<file path="src/rtl/jpeg_dec_pkg.sv">
// jpeg_dec_pkg: marker byte constants and reader FSM state type shared by the JPEG decoder blocks
package jpeg_dec_pkg;
  localparam logic [7:0] M_RST0     = 8'hD0;
  localparam logic [7:0] M_RST7     = 8'hD7;
  localparam logic [7:0] M_EOI      = 8'hD9;
  localparam logic [7:0] BYTE_STUFF = 8'h00;
  localparam logic [7:0] BYTE_FF    = 8'hFF;
  typedef enum logic [1:0] {S_DATA, S_FF, S_MARKER} rdr_state_t;
endpackage

</file>
<file path="src/rtl/jpeg_bit_shift_buffer.sv">
// jpeg_bit_shift_buffer: left-aligned bit window with append-8 and consume-N ports; clk, rst (async), clear, push/push_byte, consume/consume_len -> peek (top bits), count, underrun
module jpeg_bit_shift_buffer #(
  parameter int WIN_W  = 32,
  parameter int PEEK_W = 16,
  parameter int CNT_W  = 6
) (
  input  logic              clk,
  input  logic              rst,
  input  logic              clear,
  input  logic              push,
  input  logic [7:0]        push_byte,
  input  logic              consume,
  input  logic [4:0]        consume_len,
  output logic [PEEK_W-1:0] peek,
  output logic [CNT_W-1:0]  count,
  output logic              underrun
);
  logic [WIN_W-1:0] win, rem_win, nxt_win;
  logic [CNT_W-1:0] len, rem_cnt, nxt_cnt;
  logic             ok;
  // Bits below count are kept zero so an append is a plain OR at the tail.
  always_comb begin
    len      = CNT_W'(consume_len);
    ok       = consume && consume_len != 5'd0 && len <= CNT_W'(PEEK_W);
    underrun = ok && len > count;
    rem_cnt  = !ok ? count : underrun ? '0 : count - len;
    rem_win  = !ok ? win : underrun ? '0 : win << len;
    nxt_win  = push ? rem_win | ({push_byte, {(WIN_W-8){1'b0}}} >> rem_cnt) : rem_win;
    nxt_cnt  = push ? rem_cnt + CNT_W'(8) : rem_cnt;
  end
  always_ff @(posedge clk or posedge rst)
    if (rst) begin
      win   <= '0;
      count <= '0;
    end else begin
      win   <= clear ? '0 : nxt_win;
      count <= clear ? '0 : nxt_cnt;
    end
  assign peek = win[WIN_W-1 -: PEEK_W];
endmodule

</file>
<file path="src/rtl/jpeg_entropy_bit_reader.sv">
// jpeg_entropy_bit_reader: strips 0xFF00 stuffing / 0xFF fill, detects markers and serves an MSB-first peek window; byte in (in_valid/in_data/in_ready), peek out (peek_valid/peek_data/bits_avail), consume/consume_len, marker_valid/marker_code/marker_ack, err_underrun
module jpeg_entropy_bit_reader
  import jpeg_dec_pkg::*;
#(
  parameter int WIN_W  = 32,
  parameter int PEEK_W = 16,
  parameter int CNT_W  = 6
) (
  input  logic              clk,
  input  logic              rst,
  input  logic              in_valid,
  input  logic [7:0]        in_data,
  output logic              in_ready,
  output logic              peek_valid,
  output logic [PEEK_W-1:0] peek_data,
  output logic [CNT_W-1:0]  bits_avail,
  input  logic              consume,
  input  logic [4:0]        consume_len,
  output logic              marker_valid,
  output logic [7:0]        marker_code,
  input  logic              marker_ack,
  output logic              err_underrun
);
  rdr_state_t        state, state_nxt;
  logic              rdy_en, accept, ack, push, underrun;
  logic [7:0]        push_byte;
  logic [PEEK_W-1:0] peek;
  jpeg_bit_shift_buffer #(.WIN_W(WIN_W), .PEEK_W(PEEK_W), .CNT_W(CNT_W)) u_buf (
    .clk(clk), .rst(rst), .clear(ack), .push(push), .push_byte(push_byte),
    .consume(consume && !ack), .consume_len(consume_len),
    .peek(peek), .count(bits_avail), .underrun(underrun)
  );
  // rdy_en holds in_ready low for the first cycle after reset release.
  assign in_ready     = rdy_en && state != S_MARKER && bits_avail <= CNT_W'(WIN_W-8);
  assign accept       = in_valid && in_ready;
  assign ack          = state == S_MARKER && marker_ack;
  assign marker_valid = state == S_MARKER;
  assign peek_valid   = bits_avail >= CNT_W'(PEEK_W) || (marker_valid && bits_avail != '0);
  // Once a marker ends the segment, missing tail bits read as 1s.
  assign peek_data    = peek | (marker_valid ? {PEEK_W{1'b1}} >> bits_avail : '0);
  always_comb begin
    state_nxt = state;
    push      = 1'b0;
    push_byte = in_data;
    case (state)
      S_DATA: if (accept) begin
        if (in_data == BYTE_FF) state_nxt = S_FF;
        else push = 1'b1;
      end
      S_FF: if (accept) begin
        if (in_data == BYTE_STUFF) begin
          push      = 1'b1;
          push_byte = BYTE_FF;
          state_nxt = S_DATA;
        end else if (in_data != BYTE_FF) state_nxt = S_MARKER;
      end
      S_MARKER: if (marker_ack) state_nxt = S_DATA;
      default: state_nxt = S_DATA;
    endcase
  end
  always_ff @(posedge clk or posedge rst)
    if (rst) begin
      state        <= S_DATA;
      rdy_en       <= 1'b0;
      marker_code  <= '0;
      err_underrun <= 1'b0;
    end else begin
      state        <= state_nxt;
      rdy_en       <= 1'b1;
      marker_code  <= (state == S_FF && state_nxt == S_MARKER) ? in_data : marker_code;
      err_underrun <= err_underrun | underrun;
    end
endmodule
</file>
<file path="config.mk">
export PLATFORM = sky130hd
export DESIGN_NAME = jpeg_entropy_bit_reader
export DESIGN_NICKNAME = d
export VERILOG_FILES = /design/src/rtl/jpeg_dec_pkg.sv /design/src/rtl/jpeg_bit_shift_buffer.sv /design/src/rtl/jpeg_entropy_bit_reader.sv
export SDC_FILE = /design/constraint.sdc
export NUM_CORES = 1
export LEC_CHECK = 0
export CORE_AREA = 2 2 94 96
export DETAILED_ROUTE_END_ITERATION = 7
export DIE_AREA = 0 0 96 98
export PLACE_DENSITY = 0.82
export SYNTH_ARGS = -nofsm -noshare
export SYNTH_HDL_FRONTEND = slang
export SYNTH_HIERARCHICAL = 1
export SYNTH_SLANG_ARGS = --single-unit
</file>
<file path="constraint.sdc">
create_clock -name clk -period 6.95 [get_ports clk]
set_clock_uncertainty 0.2 [all_clocks]
set_input_delay 1.39 -clock clk [delete_from_list [all_inputs] [get_ports clk]]
set_output_delay 1.39 -clock clk [all_outputs]
set_load 0.01 [all_outputs]
</file>
# Word level (Yosys, flattened, before mapping)
# Index checks and enable logic that the tools add are counted.
[op_classes]
addsub = 2
multipliers = 0
div = 0
magnitude_cmp = 4
n_eq_ne = 6
shift = 3
n_mux = 24
bitwise_logic = 3
n_reduce_logical = 16
[op_table]
columns = ["cell", "n"]
rows = [
  ["$mux W32", 4],
  ["$or A32 B32 Y32", 1],
  ["$shl A32 B5 Y32", 1],
  ["$shr A32 B6 Y32", 1],
  ["$mux W6", 4],
  ["$mux W8", 3],
  ["$mux W16", 1],
  ["$or A16 B16 Y16", 1],
  ["$shr A16 B6 Y16 const A", 1],
  ["$mux W2", 6],
  ["$logic_and A1 B1 Y1", 10],
  ["$eq A8 B8 Y1 const B", 1],
  ["$logic_not A8 Y1", 1],
  ["$ne A8 B8 Y1 const B", 1],
  ["$add A6 B4 Y6 const B", 1],
  ["$ge A6 B5 Y1 const B", 1],
  ["$gt A5 B6 Y1", 1],
  ["$le A6 B5 Y1 const B", 1],
  ["$pmux W2 S3", 1],
  ["$reduce_bool A6 Y1", 1],
  ["$sub A6 B5 Y6", 1],
  ["$le A5 B5 Y1 const B", 1],
  ["$reduce_bool A5 Y1", 1],
  ["$eq A2 B2 Y1 const B", 2],
  ["8 further kinds", 11],
]
[totals]
ff_bits = 50
latchBits = 0
ram_bits = 0
rom_bits = 0
input_bits = 18
output_inout_bits = 34
wordCells = 64
mem_count = 0

# Depth between registers and ports, before layout
[logic_depth]
depth_word = 13
ltp_mapped = 15
ltp_nobuf = 13

# Modules after synthesis
# The synthesis kept the hierarchy.
[by_module_without_submodules]
columns = ["module", "n_inst", "cells_per_inst", "area_each_um2", "seq_area_each_um2"]
rows = [
  ["jpeg_bit_shift_buffer", 1, 476, 4224.1, 950.9],
  ["jpeg_entropy_bit_reader", 1, 98, 904.6, 300.3],
]

# Worst setup path before layout
# Ideal clock, no wire load.
[synth_path]
path_kind = "input to register"
startpoint = "in consume_len[1]"
endpoint = "reg u_buf.count[4]"
setup_time_ps = 132
t_arrival_ps = 4892
required_time_ps = 6618
slack_ps = 1727
path_stages = 14
path_buffers = 4
path_cell_list = "buf_2 -> buf_1 -> clkbuf_1 -> inv_1 -> fa_1 -> a211o_1 -> a21boi_0 -> nor2_1 -> a22oi_1 -> inv_2 -> clkbuf_1 -> ha_1 -> a21oi_1 -> nor2_1"
[synth_between]
elab_chain_cells = 9
elab_cells_between_ends = 12
classes_between = "2 x add/sub; 2 x order compare; 4 x mux; 4 x reduce/logical"
[synth_rtl]
columns = ["item", "line", "rtl"]
rows = [
  ["start: declaration", "jpeg_entropy_bit_reader.sv:18", "input logic [4:0] consume_len,"],
  ["branches (longest 5 deep; another with $le A5 B5 Y1)", "--", ""],
  ["$mux W6 (*)", "jpeg_bit_shift_buffer.sv:26", "rem_cnt = !ok ? count : underrun ? '0 : count - len;"],
  ["$add A6 B4 Y6", "jpeg_bit_shift_buffer.sv:29", "nxt_cnt = push ? rem_cnt + CNT_W'(8) : rem_cnt;"],
  ["$mux W6 (*)", "jpeg_bit_shift_buffer.sv:29", ""],
  ["$mux W6 (*)", "jpeg_bit_shift_buffer.sv:37", "count <= clear ? '0 : nxt_cnt;"],
  ["end signal: assignment", "jpeg_bit_shift_buffer.sv:37", ""],
  ["end: declaration", "jpeg_bit_shift_buffer.sv:15", "output logic [CNT_W-1:0] count,"],
]
# Every way passes the cells marked *.
# A chain may end at the register's enable or synchronous reset.

# Worst setup path after layout
[layout_path]
startpoint = "in consume_len[4]"
endpoint = "reg u_buf.win[17]"
[layout_between]
elab_chain_cells = 10
elab_cells_between_ends = 16
classes_between = "1 x add/sub; 2 x order compare; 2 x shift; 6 x mux; 1 x bitwise; 4 x reduce/logical"
[layout_rtl]
columns = ["item", "line", "rtl"]
rows = [
  ["branches (longest 8 deep; another with $le A5 B5 Y1)", "--", ""],
  ["$mux W32 (*)", "jpeg_bit_shift_buffer.sv:28", "nxt_win = push ? rem_win | ({push_byte, {(WIN_W-8){1'b0}}} >> rem_cnt) : rem_win;"],
  ["$mux W32 (*)", "jpeg_bit_shift_buffer.sv:36", "win <= clear ? '0 : nxt_win;"],
  ["end signal: assignment", "jpeg_bit_shift_buffer.sv:36", ""],
  ["end: declaration", "jpeg_bit_shift_buffer.sv:18", "logic [WIN_W-1:0] win, rem_win, nxt_win;"],
]
# Marks and branches as above.

==> flow_summary.yaml <==
run_status:
  outcome: "finished clean"
routing:
  wl_per_cell_um: 22.9
  num_vias: 5094
  vias_per_cell: 7.31
  totalWireLength_um: 15900
  drc: 0
  drt-pass1-iter-count: 7
  ant_nets: 0
  drtIter0Drc: 657
floorplanning:
  start_util: 0.606
  num_io_pins: 52
  die_width_um: 96
  die-area_um2: 9410
  row_count: 34
  coreArea_um2: 8470
  die_h_um: 98
timing:
  maxSlewHeadroom: 0.353
  worst_pin_slew_ns: 0.967
  drv_slew: 0
  period_needed_ns: 5.51
  period_share: 0.792
  rsz0062_at_grt: "no"
  setup_viol: 0
  timing_hold_violations_final: 0
  fmax_mhz: 182
  tns_ns: 0
worst_setup_path:
  critPathBufInv: 3
  rr_startpoint: "state[0]"
  crit_top_cell: "mux2i_1"
  cp-startpoint: "consume_len[4]"
  worstSetupEndpointType: "register"
  worstPathCellList: "clkdlybuf4s50_1 > buf_4 > inv_1 > ha_1 > o21a_1 > a21boi_0 > nor2_1 > a22o_1 > mux2i_1 > mux2i_1 > o221ai_1"
  endpoint: "u_buf/win[17]"
  rrSetupSlack_ns: 2.37
  cp_max_fo: 28
  critical_path_class: "in2reg"
  cp_slowest_cell: "nor2_1"
  cpPeakStageDelay_ns: 0.76
  cp.depth: 11
  reg2reg_depth: 12
  start_kind: "input port"
  r2r-end: "u_buf/win[24]"
  worstPathRequired_ns: 6.96
  path_delay_family: "compound AO/OA/AOI/OAI gates"
  cp.arrival_ns: 5.52
cts:
  htreeDepth: 2
  cts_resized: 0
  clkTransAtPathRegs_ns: 0.09
  clk_path_buf_depth: 2
  clock-sinks: 50
  cts_hold_buf: 0
  cts_setup_buffers: 0
  cts_tree: "done"
  numCtsBuffers: 5
  cts_root_buf: "clkbuf_8"
  clk_latency_ns: 0.30
final_layout:
  n_antenna_cell: 0
  drive_above_1_share: 0.168
  area_growth_pct: 11.0
  final_area_um2: 5690
  nets: 613
yosys:
  synth_cell_type_count: 71
  yosysMostFrequentCell: "nand2_1"
  syn_nets: 599
  yosysWarnings: 6
  synthTopCellsByArea: "dfrtp_1, mux4_2, mux2i_1, nand2_1, mux2_2"
  synthArstFlopShare: 1.00
  synthDominantCellAreaShare: 0.244
  synthTopCellsByCount: "nand2_1, dfrtp_1, nor2_1"
  netlist_area_um2: 5130
  synth_edf_count: 0
  syn_inst: 574
  synth_flop_cell: "dfrtp_1"
  ys_seq_area_frac: 0.244
  synth_top_area_cell: "dfrtp_1"
  syn_avg_cell_area_um2: 8.93
  synth-seq-cells: 50
placed_design:
  dpl.hpwl_um: 12000
  port_buffers: 51
  place_congestion: 1.02
  place_area_um2: 5580
global_route:
  antenna_found_initial: 0
  grt_pass1_wl_um: 25300
  grt_max_degree: 44
  grt_pass1_vias: 4752
  grt-ovfl-total: 0
  track_usage: 0.347
power_and_ir_drop:
  max-vdd-ir-drop_mv: 0.148
  power_density_nw_per_um2: 352
  power_leakage_nw: 2.40
hold_path:
  holdCritPathClass: "reg2reg"
flow_run:
  maxCapViolations: 0
## state kept, by name, summed over array words and instances (netlist names)
signal / flops
u_buf/win: 32
marker_code: 8
u_buf/count: 6
state: 2
err_underrun: 1
rdy_en: 1
## cells by family (layout without fill, tap and decap cells)
logic type,Yosys count,count (layout),synth area share
adder cells (fa/ha/maj),7,7,0.0185
multiplexers,81,81,0.242
other,1,1,0.000731
flip-flops,50,50,0.244
AND/OR/NAND/NOR,198,198,0.198
AO/OA/AOI/OAI,162,162,0.223
buffers and inverters,71,86,0.0671
XOR/XNOR,4,4,0.00683
## metal layers
layer	track usage	wire length, um
met3	0.0532	1600
met5	0	0
met1	0.479	6180
met2	0.549	7550
met4	0.129	616
## worst register-to-register path: stages (launching register included)
cell and delay [ns]:
dfrtp_1 0.47, nand2b_1 0.21, inv_1 0.09, and2_1 0.16, buf_4 0.25, nor2b_1 0.24, nor2b_1 0.27, mux2_2 0.35
mux2i_2 0.67, mux2i_1 0.60, mux2i_1 0.25, mux2i_1 0.51, o22ai_1 0.17
## stage by stage
stage	power (W)	utilization	setup slack (ns)	hold slack [ns]	std cells
3_5_place_dp	0.00175	0.660	1.27	0.265	689
2_1_floorplan	0.00137	-	1.73	0.236	574
5_1_grt	0.00211	0.673	1.37	0.305	697
6_report	0.00201	0.673	1.44	0.295	697
3_3_place_gp	0.00174	0.660	1.39	0.250	689
4_1_cts	0.00197	0.673	1.58	0.286	697
## power by group
part           internal [W]  total (W)  switching [W]  leakage (nW)
sequential         0.000375   0.000579       0.000204         0.669
combinational      0.000553    0.00122       0.000668          1.68
clock              0.000107   0.000206      0.0000983        0.0514
total               0.00104    0.00201       0.000970          2.40
## worst min-delay path by stage
stage,from,to,cells past startpoint
4_1_cts,state[1],state[0],1
2_1_floorplan,state[1],state[0],1
3_3_place_gp,err_underrun,err_underrun,1
3_5_place_dp,state[1],state[0],1
6_report,state[1],state[0],1
5_1_grt,state[1],state[0],1
## cells in the final DEF, fill, tap and decap left out, drive strengths merged, types with 10 or more instances in the layout
cell type,synthesis,routed
a21o,17,17
a21oi,30,30
a22oi,21,21
buf,31,13
clkdlybuf4s50,0,50
dfrtp,50,50
inv,15,15
mux2,24,24
mux2i,28,28
mux4,29,29
nand2,61,61
nand3,14,14
nand4,11,11
nor2,37,37
nor3,17,17
nor4,10,10
o21ai,20,20
o22ai,12,12
or2,13,13
## final cells by class
cell class              instances  area (um^2)
clock inverters                 2         37.5
well taps                     108          135
fillers                       682         2770
inverters                      15         56.3
flip-flops and latches         50         1250
repair buffers                 63          596
clock buffers                   6         72.6
multi-input cells             453         3550
(Power assumes the default switching activity.)
